[src/rtl/yc_pkg.sv]
// Shared types for the Y/C encoder configuration scheduler: the configuration
// bundle layout, the NTSC default phase increment and the scheduler states.
package yc_pkg;

    localparam int unsigned YC_INC_W = 40;

    localparam logic [39:0] NTSC_INC = 40'd45812728235;

    // Field order matches the request/active bundle concatenation, MSB first.
    typedef struct packed {
        logic                pal;
        logic                yc_en;
        logic                mulflag;
        logic [4:0]          chroma_add;
        logic [4:0]          chroma_mul;
        logic [YC_INC_W-1:0] phase_inc;
    } yc_cfg_t;

    typedef enum logic [1:0] {
        IDLE,
        SETTLE,
        COMMIT
    } yc_state_e;

endpackage

[src/rtl/yc_sync_edges.sv]
// Registers hsync/vsync and produces single-cycle rising-edge strobes:
// fs marks a frame start, ls marks a line start.
module yc_sync_edges (
    input  logic clk,
    input  logic reset_n,
    input  logic hsync,
    input  logic vsync,
    output logic fs,
    output logic ls
);

    logic hsync_q;
    logic vsync_q;

    always_ff @(posedge clk or negedge reset_n) begin
        if (!reset_n) begin
            hsync_q <= 1'b0;
            vsync_q <= 1'b0;
        end else begin
            hsync_q <= hsync;
            vsync_q <= vsync;
        end
    end

    assign fs = vsync & ~vsync_q;
    assign ls = hsync & ~hsync_q;

endmodule

[src/rtl/yc_cfg_scheduler.sv]
// Holds requested Y/C encoder settings until they have been stable for a number
// of frames, then applies them atomically at a frame start (or on watchdog expiry).
module yc_cfg_scheduler
    import yc_pkg::*;
#(
    parameter int unsigned      INC_W         = 40,
    parameter logic [INC_W-1:0] DEFAULT_INC   = INC_W'(NTSC_INC),
    parameter int unsigned      SETTLE_FRAMES = 2,
    parameter int unsigned      TIMEOUT_CYC   = 2000000
) (
    input  logic             clk,
    input  logic             reset_n,
    input  logic             hsync,
    input  logic             vsync,
    input  logic             req_pal,
    input  logic             req_yc_en,
    input  logic             req_mulflag,
    input  logic [4:0]       req_chroma_add,
    input  logic [4:0]       req_chroma_mul,
    input  logic [INC_W-1:0] req_phase_inc,
    output logic             pal,
    output logic             yc_en,
    output logic             mulflag,
    output logic [4:0]       chroma_add,
    output logic [4:0]       chroma_mul,
    output logic [INC_W-1:0] phase_inc,
    output logic             phase_rst,
    output logic             pal_line,
    output logic             cfg_busy,
    output logic             cfg_applied,
    output logic             timeout
);

    localparam int unsigned BW     = INC_W + 13;
    localparam int unsigned FCNT_W = (SETTLE_FRAMES > 0) ? $clog2(SETTLE_FRAMES + 1) : 1;
    localparam int unsigned WDOG_W = (TIMEOUT_CYC > 1) ? $clog2(TIMEOUT_CYC) : 1;

    localparam logic [FCNT_W-1:0] FCNT_LAST = FCNT_W'(SETTLE_FRAMES);
    localparam logic [WDOG_W-1:0] WDOG_LAST = WDOG_W'(TIMEOUT_CYC - 1);

    yc_state_e         state;
    logic [BW-1:0]     shadow;
    logic [FCNT_W-1:0] fcnt;
    logic [WDOG_W-1:0] wdog;
    logic              forced;
    logic              fs;
    logic              ls;
    logic [BW-1:0]     req_bundle;
    logic [BW-1:0]     act_bundle;

    assign req_bundle = {req_pal, req_yc_en, req_mulflag, req_chroma_add, req_chroma_mul, req_phase_inc};
    assign act_bundle = {pal, yc_en, mulflag, chroma_add, chroma_mul, phase_inc};

    yc_sync_edges u_edges (
        .clk     (clk),
        .reset_n (reset_n),
        .hsync   (hsync),
        .vsync   (vsync),
        .fs      (fs),
        .ls      (ls)
    );

    // A recapture always restarts the settle window, even on a frame start;
    // the active bundle is only ever written in COMMIT.
    always_ff @(posedge clk or negedge reset_n) begin
        if (!reset_n) begin
            state       <= IDLE;
            shadow      <= '0;
            fcnt        <= '0;
            wdog        <= '0;
            forced      <= 1'b0;
            pal         <= 1'b0;
            yc_en       <= 1'b0;
            mulflag     <= 1'b0;
            chroma_add  <= '0;
            chroma_mul  <= '0;
            phase_inc   <= DEFAULT_INC;
            phase_rst   <= 1'b0;
            cfg_applied <= 1'b0;
            timeout     <= 1'b0;
            cfg_busy    <= 1'b0;
            pal_line    <= 1'b0;
        end else begin
            phase_rst   <= 1'b0;
            cfg_applied <= 1'b0;
            timeout     <= 1'b0;

            case (state)
                IDLE: begin
                    if (req_bundle != act_bundle) begin
                        shadow   <= req_bundle;
                        fcnt     <= '0;
                        wdog     <= '0;
                        cfg_busy <= 1'b1;
                        state    <= SETTLE;
                    end
                end
                SETTLE: begin
                    if (req_bundle != shadow) begin
                        shadow <= req_bundle;
                        fcnt   <= '0;
                        wdog   <= '0;
                    end else if (fs && (fcnt == FCNT_LAST)) begin
                        state <= COMMIT;
                    end else if (fs) begin
                        if (fcnt < FCNT_LAST) begin
                            fcnt <= fcnt + 1'b1;
                        end
                        wdog <= '0;
                    end else if (wdog == WDOG_LAST) begin
                        forced <= 1'b1;
                        state  <= COMMIT;
                    end else begin
                        wdog <= wdog + 1'b1;
                    end
                end
                COMMIT: begin
                    {pal, yc_en, mulflag, chroma_add, chroma_mul, phase_inc} <= shadow;
                    phase_rst   <= 1'b1;
                    cfg_applied <= 1'b1;
                    timeout     <= forced;
                    forced      <= 1'b0;
                    cfg_busy    <= 1'b0;
                    state       <= IDLE;
                end
                default: begin
                    state    <= IDLE;
                    cfg_busy <= 1'b0;
                end
            endcase

            // V-switch parity restarts each frame and whenever the standard flips.
            if (fs) begin
                pal_line <= 1'b0;
            end else if ((state == COMMIT) && (shadow[BW-1] != pal)) begin
                pal_line <= 1'b0;
            end else if (!pal) begin
                pal_line <= 1'b0;
            end else if (ls) begin
                pal_line <= ~pal_line;
            end
        end
    end

endmodule
[config.mk]
export PLATFORM = sky130hd
export DESIGN_NAME = yc_cfg_scheduler
export DESIGN_NICKNAME = d
export VERILOG_FILES = /design/src/rtl/yc_pkg.sv /design/src/rtl/yc_sync_edges.sv /design/src/rtl/yc_cfg_scheduler.sv
export SDC_FILE = /design/constraint.sdc
export NUM_CORES = 1
export LEC_CHECK = 0
export BUFFER_PORTS_ARGS = -buffer_cell sky130_fd_sc_hd__buf_2
export CORE_MARGIN = 5
export CORE_UTILIZATION = 30
export DETAILED_ROUTE_END_ITERATION = 8
export PLACE_DENSITY = 0.54
export SKIP_LAST_GASP = 1
export SYNTH_ARGS = -nofsm -noshare
export SYNTH_HDL_FRONTEND = slang
export SYNTH_HIERARCHICAL = 1
export SYNTH_SLANG_ARGS = --single-unit
[constraint.sdc]
create_clock -name clk -period 3.83 [get_ports clk]
set_clock_uncertainty 0.2 [all_clocks]
set_input_delay 0.383 -clock clk [delete_from_list [all_inputs] [get_ports clk]]
set_output_delay 0.383 -clock clk [all_outputs]
set_load 0.005 [all_outputs]
# Word level (Yosys, flattened, before mapping)
# Index checks and enable logic that the tools add are counted.
[totals] elab_cells=91 register_bits=138 output_inout_bits=58
[classes] n_reduce_logical=11 bitwise_logic=6 n_lt_le_gt_ge=1 muxes=34 n_eq_ne=20 n_addsub=2
[ops] operator="53-bit two-way mux" count=2
[ops] operator="53-bit != test" count=2
[ops] operator="53-bit case mux with 2 select lines" count=1
[ops] operator="21-bit two-way mux" count=5
[ops] operator="21-bit case mux with 2 select lines" count=1
[ops] operator="21-bit by 1-bit adder with 21-bit output (second input constant)" count=1
[ops] operator="21-bit equality test (second input constant)" count=1
[ops] operator="2-bit two-way mux" count=10
[ops] operator="3-bit != test (second input constant)" count=5
[ops] operator="2-bit != test (second input constant)" count=6
[ops] operator="1-bit two-way mux" count=11
[ops] operator="5-bit AND reduction" count=2
[ops] operator="2-bit case mux with 2 select lines" count=2
[ops] operator="4-bit AND reduction" count=2
[ops] operator="2-bit equality test (second input constant)" count=2
[ops] operator="4-bit by 1-bit != test with 1-bit output (second input constant)" count=1
[ops] operator="4-bit != test (second input constant)" count=1
[ops] operator="1-bit inverter" count=4
[ops] operator="1-bit case mux with 2 select lines" count=2
[ops] operator="2-bit nonzero test" count=2
[ops] operator="3-bit AND reduction" count=1
[ops] operator="2-bit by 1-bit adder with 2-bit output (second input constant)" count=1
[ops] operator="1-bit bitwise AND" count=2
[ops] operator="2-bit by 1-bit equality test with 1-bit output (second input constant)" count=1
[ops] operator="5 further kinds" count=6

# Logic depth before layout (Yosys ltp)
# Gate-level depths: netlist (run 1).
[logic_depth] word_depth=6 ltp_mapped=9 ltp_nobuf=8

# Hierarchy
# Netlist (run 1), hierarchy kept.
[by_module_without_submodules] mod="yc_cfg_scheduler" seq_area_each_um2=3425.8 area_each_um2=7111.8 instances=1 cells_per_inst=669
[by_module_without_submodules] mod="yc_sync_edges" seq_area_each_um2=50.0 area_each_um2=77.6 instances=1 cells_per_inst=4

# Least setup slack after synthesis (run 1)
# No wires, ideal clock.
[synth_path] path_type="reg-to-reg" from="register phase_inc[14]" to="register shadow[10]" slack_ps=1347 arrival_ps=2158 path_stages_with_launch=10 setup_ps=125 n_path_buf=2 cell_sequence="dfstp_2 > xnor2_1 > nand4_1 > nor4_2 > nand4_1 > o21bai_4 > nand2b_4 > buf_12 > buf_12 > mux2_4"
[synth_between] elab_chain_len=3
[synth_lines] item="start: declaration" line="yc_cfg_scheduler.sv:26" text="output logic [INC_W-1:0] phase_inc,"
[synth_lines] item="start signal: assignment" line="yc_cfg_scheduler.sv:118" text="{pal, yc_en, mulflag, chroma_add, chroma_mul, phase_inc} <= shadow;"
[synth_lines] item="53-bit != test" line="yc_cfg_scheduler.sv:90" text="if (req_bundle != act_bundle) begin"
[synth_lines] item="2-bit != test (no source line)"
[synth_lines] item="3-bit AND reduction (no source line)"
[synth_lines] item="end signal: assignment" line="yc_cfg_scheduler.sv:91" text="shadow <= req_bundle;"
[synth_lines] item="end signal: assignment" line="yc_cfg_scheduler.sv:100" text="shadow <= req_bundle;"
[synth_lines] item="end: declaration" line="yc_cfg_scheduler.sv:42" text="logic [BW-1:0] shadow;"
# Every way passes these cells.
# A chain may end at the register's enable or synchronous reset.

# Worst setup path in the final report (run 1)
[layout_path] from="register phase_inc[24]" to="register shadow[26]"
# Same word-level chain as after synthesis.

==> impl_metrics.json, run 1 <==
{
  "status": "finished clean",
  "cts_resized": 0,
  "boundaryPins": 115,
  "slowest_stage": "nand2b_4",
  "cp-start-kind": "register",
  "nets": 855,
  "ys_seq_area_frac": 0.483,
  "drtPass1Iterations": 4,
  "ys.flop_type": "dfrtp_1",
  "drv_slew": 0,
  "synth_top_cell_area_share": 0.418,
  "fmax_ghz": 0.303,
  "routed_wl_um": 19500,
  "rsz0062_at_grt": "false",
  "grt_pass1_vias": 5369,
  "grt_usage": 0.148,
  "yosys_warnings": 6,
  "yosysUniqueCellTypes": 48,
  "pwr-share-clk": 0.470,
  "clk_latency_ns": 0.42,
  "dpl.hpwl_um": 14100,
  "cp.arrival_ns": 3.40,
  "grt_start_max_net_pins": 84,
  "cts_setup_buffers": 0,
  "end_kind": "register",
  "coreArea_um2": 23500,
  "synth.most_common_cell": "nand2_1",
  "die_h_um": 165,
  "synth_commonest_cells": "180 x nand2_1, 120 x dfrtp_1, 106 x xnor2_1",
  "antenna_found_initial": 2,
  "p_leak_nw": 4.01,
  "postSynthCellCount": 673,
  "p_per_area_nw_per_um2": 386,
  "register_area_um2": 3480,
  "drt_iter0_drc": 234,
  "die_w_um": 165,
  "power.switching_w": 0.000781,
  "fin_cells": 1129,
  "drt-wirelength-per-cell_um": 17.3,
  "drc_errors": 0,
  "die_area_um2": 27200,
  "max_stage_delay_ns": 0.54,
  "place_inst": 1093,
  "port_buffers": 114,
  "num-fill-cells": 2452,
  "seqPwrFrac": 0.456,
  "initial_utilization": 0.305,
  "maxCapViolations": 0,
  "numCtsBuffers": 17,
  "htreeDepth": 4,
  "cp_common_cell": "nand4_1",
  "grt-ovfl-total": 0,
  "p_int_w": 0.00255,
  "clock_path_buffers": 2,
  "grt_pass1_wl_um": 30600,
  "synth_top_area_cell": "dfrtp_1",
  "clock_sink_count": 138,
  "critPathKind": "reg -> reg",
  "ys_seq_elements": 138,
  "drive_gt1_frac": 0.300,
  "finalCritPeriodShare": 0.860,
  "clk_pin_slew_ns": 0.06,
  "hold_viol": 0,
  "worstMarginPinSlew_ns": 1.08,
  "synth_area_leaders": "dfrtp_1 42%, xnor2_1 13%, mux2_4 10%",
  "antenna_left": 0,
  "post-route-min-period_ns": 3.30,
  "via_per_inst": 4.55,
  "syn_nets": 732,
  "synth.cell_area_um2": 7190,
  "peakVddDrop_mv": 0.336,
  "slew_headroom": 0.282,
  "area_growth_pct": 20.2,
  "synth_async_sr_flop_share": 1.00,
  "multi_input_area_um2": 3490,
  "cts_tree": "done",
  "critPathRequiredTime_ns": 3.93,
  "setup_viol": 0,
  "crit_chain": "xnor2_1 > nand4_1 > nor4_1 > nand4_1 > o21bai_4 > nand2b_4 > buf_4 > mux2_4",
  "gp_congestion": 0.779,
  "combPwrFrac": 0.074,
  "synth-edff-count": 0,
  "tns_ns": 0,
  "root_buffer": "clkbuf_16",
  "rows": 56,
  "syn_area_per_cell_um2": 10.7,
  "switching_share": 0.234,
  "vias": 5137,
  "hold_class": "in -> reg",
  "path_max_fanout": 26
}
-- cells in the final DEF (no fill, tap or decap), types with 3 or more instances in the layout --
| cell type | count |
|---|---|
| nand2_1 | 179 |
| o21ai_0 | 13 |
| clkinv_2 | 5 |
| clkbuf_8 | 3 |
| or2_2 | 5 |
| nor2_1 | 12 |
| or3_1 | 8 |
| clkbuf_16 | 17 |
| nand2b_1 | 4 |
| nand3_1 | 13 |
| a21o_1 | 16 |
| inv_1 | 6 |
| xnor2_1 | 106 |
| buf_4 | 7 |
| nor4_1 | 7 |
| a21oi_1 | 18 |
| mux2_4 | 49 |
| clkbuf_1 | 4 |
| nor4_2 | 4 |
| nand4_1 | 30 |
| dfstp_2 | 18 |
| dfrtp_1 | 120 |
| nor3_1 | 6 |
| buf_2 | 113 |
| mux2_2 | 5 |
| dlygate4sd3_1 | 3 |
-- stage by stage --
step                      hold slack [ns]  setup slack [ns]  utilization  total power, W  area (um^2)
after floorplan                    -0.113              1.35            -         0.00167         7190
after global placement              0.259             0.491        0.342         0.00179         8060
after CTS                          0.0210             0.552        0.367         0.00337         8640
after global routing               0.0275             0.384        0.367         0.00346         8640
after detailed placement            0.267             0.443        0.342         0.00179         8060
final                              0.0419             0.535        0.367         0.00333         8640
-- area by class of cell --
cell class	instances	area share
Multi-Input combinational cell	506	0.404
Sequential cell	138	0.402
Timing Repair Buffer	126	0.0809
Clock buffer	24	0.0557
Tap cell	319	0.0462
Clock inverter	8	0.00811
Inverter	7	0.00304
Antenna cell	1	0.000290
-- kinds of logic (layout without fill, tap and decap cells) --
family,Yosys count,in the layout,share of synthesized area
buf+inv,29,165,0.0318
other cells,0,1,0
flops,138,138,0.483
fa+ha+maj,2,2,0.00348
mux,54,54,0.110
simple gates,285,285,0.188
xor+xnor,108,108,0.132
compound gates,57,57,0.0519
-- metal layers --
| metal | global-route usage | vias up | wire length, um |
|---|---|---|---|
| li1 | - | 2514 | - |
| met1 | 0.197 | 2504 | 9190 |
| met2 | 0.230 | 95 | 9000 |
| met3 | 0.0432 | 22 | 925 |
| met4 | 0.0488 | 2 | 399 |
| met5 | 0 | - | 7 |
-- power by group through the flow --
stage | combinational (W) | clock (W) | sequential (W)
after floorplan | 0.000128 | 0 | 0.00154
after CTS | 0.000254 | 0.00160 | 0.00152
final | 0.000248 | 0.00156 | 0.00152
after global routing | 0.000271 | 0.00167 | 0.00152
after global placement | 0.000248 | 0 | 0.00154
after detailed placement | 0.000250 | 0 | 0.00154
-- worst paths after layout --
kind                                        from       endpoint  slack [ns]  cells past startpoint
worst max register to register     phase_inc[24]     shadow[26]        0.53                      8
worst min register to register     phase_inc[25]  phase_inc[25]        0.28                      2
max in group asynchronous                reset_n  phase_inc[15]        2.16                      3
min in group asynchronous                reset_n     shadow[27]        0.41                      2
worst max-delay path               phase_inc[24]     shadow[26]        0.53                      8
worst min-delay path            req_phase_inc[6]      shadow[6]        0.04                      2
-- worst max-delay path: cells and delay by family (launching register included) --
| kind | cells | cell delay, ns |
|---|---|---|
| AOI/OAI and AO/OA | 1 | 0.29 |
| xor gates and xnor gates | 1 | 0.39 |
| buffers and inverters | 1 | 0.26 |
| DFF | 1 | 0.41 |
| muxes | 1 | 0.30 |
| and+or+nand+nor | 4 | 1.31 |
-- sequential cells by signal, summed over array words and instances (netlist names) --
signal	flops
chroma_mul	5
cfg_busy	1
timeout	1
phase_inc	40
pal	1
chroma_add	5
forced	1
state	2
cfg_applied	1
wdog	21
u_edges/vsync_q	1
u_edges/hsync_q	1
shadow	53
pal_line	1
fcnt	2
yc_en	1
mulflag	1
-- repair_timing --
item | 4_1_cts | 5_1_grt
hold endpoints to repair | 69 | 0
setup endpoints to repair | 0 | 0
hold buffers | 3 | 0
Power figures use the tool's default switching activity.
==> run 2, diff against run 1 <==
- ABC_CLOCK_PERIOD_IN_PS: not set -> 2800
- PLACE_DENSITY: 0.54 -> 0.55
- SKIP_CTS_REPAIR_TIMING: not set -> 1
- clock period: 3.83 -> 2.8 ns (I/O delays scaled with it)
==> run 2 against run 1 <==
  * Register-to-register slack worse by 0.46 ns
  * Critical path depth increased by 2
  * Combinational power up 64%
  * Flip-flop and latch count unchanged
  * Global-route usage about the same
  * Via count rose by 5.5%
  * Final area grew 8.3%
  * Largest cell class unchanged
  * Die area unchanged
  * Sequential share of layout area decreased by 3.1 points
  * Non-clock buffer count increased by 66
  * Highest routed layer unchanged
==> impl_metrics.json, run 2 (synthesis results as in run 1) <==
{
  "p_per_area_nw_per_um2": 508,
  "crit_family": "simple AND/OR/NAND/NOR gates",
  "cp.arrival_ns": 2.85,
  "final_cell_mix": "179 x nand2_1, 120 x dfrtp_1, 113 x buf_2",
  "largest-register": "shadow",
  "coreArea_um2": 23500,
  "die_h_um": 165,
  "met2_usage": 0.233,
  "pwr-share-clk": 0.477,
  "drt-wirelength-per-cell_um": 16.6,
  "p_leak_nw": 4.33,
  "drc_errors": 0,
  "largest_reg_flops": 53,
  "critPathCapture": "shadow[52]",
  "vias": 5422,
  "critPathRequiredTime_ns": 2.90,
  "root_buffer": "clkbuf_16",
  "post-route-min-period_ns": 2.76,
  "p_int_w": 0.00364,
  "area_growth_pct": 30.2,
  "mostFrequentLayoutCell": "nand2_1",
  "grt_util_met3": 0.0367,
  "critPathKind": "in -> reg",
  "nets": 921,
  "path_depth": 10,
  "numCtsBuffers": 17,
  "maxCapViolations": 0,
  "drtPass1Iterations": 6,
  "antenna_left": 0,
  "status": "finished clean",
  "cts_tree": "done",
  "boundaryPins": 115,
  "die_w_um": 165,
  "cp-start-kind": "primary input",
  "finalCritPeriodShare": 0.984,
  "port_buffers": 114,
  "htreeDepth": 4,
  "combPwrFrac": 0.086,
  "power.switching_w": 0.00111,
  "placed_area_um2": 8190,
  "path_buf_inv": 3,
  "fmax_ghz": 0.363,
  "clock_path_buffers": 2,
  "clk_pin_slew_ns": 0.06,
  "end_kind": "register",
  "hold_viol": 0,
  "rrSetupSlack_ns": 0.07,
  "grt-busiest-layer": "met2",
  "clk_latency_ns": 0.42,
  "top_regs": "shadow: 53 flops, phase_inc: 40 flops, wdog: 21 flops",
  "crit_chain": "dlygate4sd3_1 > buf_2 > xnor2_1 > nand4_1 > nor4_2 > nand4_1 > o21bai_4 > nand2b_4 > buf_12 > mux2_2",
  "timing.rr.end": "shadow[52]",
  "rows": 56,
  "die_area_um2": 27200,
  "grt_pass1_vias": 5344,
  "reg2reg_from": "phase_inc[35]",
  "grt_usage": 0.147,
  "final_util": 0.397,
  "drive_gt1_frac": 0.298,
  "grt-ovfl-total": 0,
  "peakVddDrop_mv": 0.349,
  "fin_area_um2": 9360,
  "max_stage_delay_ns": 0.53,
  "gr-usage-met1": 0.205,
  "setup_viol": 0,
  "grt_start_max_net_pins": 56,
  "grt_pass1_wl_um": 30500,
  "drv_slew": 0,
  "ff2ff_path_depth": 8,
  "cp_common_cell": "nand4_1",
  "clock_sink_count": 138,
  "routed_wl_um": 19800,
  "crit_start": "req_phase_inc[2]",
  "path_max_fanout": 15,
  "finalPower_w": 0.00475,
  "fin_cells": 1195,
  "hold_class": "in -> reg",
  "slowest_stage": "dlygate4sd3_1",
  "num-fill-cells": 2376,
  "slew_headroom": 0.573,
  "worstMarginPinSlew_ns": 0.641,
  "drt_iter0_drc": 277,
  "initial_utilization": 0.305,
  "via_per_inst": 4.54,
  "antenna_found_initial": 2,
  "gp_congestion": 0.776,
  "switching_share": 0.234,
  "dpl.hpwl_um": 14400,
  "seqPwrFrac": 0.437,
  "place_inst": 1106
}
-- run 2: layout make-up --
| cell class | count | area [um^2] | share of cell area |
|---|---|---|---|
| diodes | 1 | 2.50 | 0.000267 |
| clock buffers | 22 | 474 | 0.0507 |
| clock inverters | 10 | 116 | 0.0124 |
| inverters | 7 | 26.3 | 0.00281 |
| multi-input cells | 506 | 3500 | 0.374 |
| flip-flops and latches | 138 | 3480 | 0.371 |
| well taps | 319 | 399 | 0.0427 |
| repair buffers | 192 | 1360 | 0.146 |
-- run 2: worst min-delay path by stage --
stage | startpoint | endpoint | slack, ns | cells after the start
2_1_floorplan | reset_n | cfg_applied | -0.22 | 0
5_1_grt | req_chroma_mul[4] | shadow[44] | 0.001 | 2
4_1_cts | reset_n | phase_inc[26] | -0.38 | 1
3_3_place_gp | reset_n | phase_inc[26] | 0.06 | 1
6_report | req_chroma_mul[4] | shadow[44] | 0.003 | 2
3_5_place_dp | reset_n | phase_inc[26] | 0.06 | 1
-- run 2: routing by layer --
metal,wire (um),vias to the layer above,part of all wire
li1,-,2644,-
met1,9350,2637,0.47
met4,216,2,0.011
met2,9310,123,0.47
met5,11,-,0.00055
met3,942,16,0.048
-- run 2: power by group through the flow --
stage                     combinational, W  sequential [W]  clock, W
after floorplan                   0.000175         0.00210         0
after global placement            0.000348         0.00211         0
after detailed placement          0.000350         0.00211         0
after CTS                         0.000352         0.00208   0.00231
after global routing              0.000443         0.00208   0.00238
final                             0.000407         0.00208   0.00227
-- run 2: stage by stage --
stage                     setup TNS, ns  setup WS (ns)  hold slack (ns)
final                                 0         0.0444          0.00276
after global placement                0         0.0226           0.0636
after floorplan                       0          0.317           -0.216
after detailed placement       -0.00366       -0.00366           0.0640
after CTS                       -0.0747        -0.0270           -0.381
after global routing           -0.00771       -0.00771          0.00137
-- run 2: worst register-to-register path, stage by stage, from the launching register on --
cell	delay, ns
dfstp_2	0.55
xnor2_1	0.12
nand4_1	0.21
nor4_2	0.37
nand4_1	0.21
o21bai_4	0.16
nand2b_4	0.23
buf_12	0.20
mux2_2	0.35
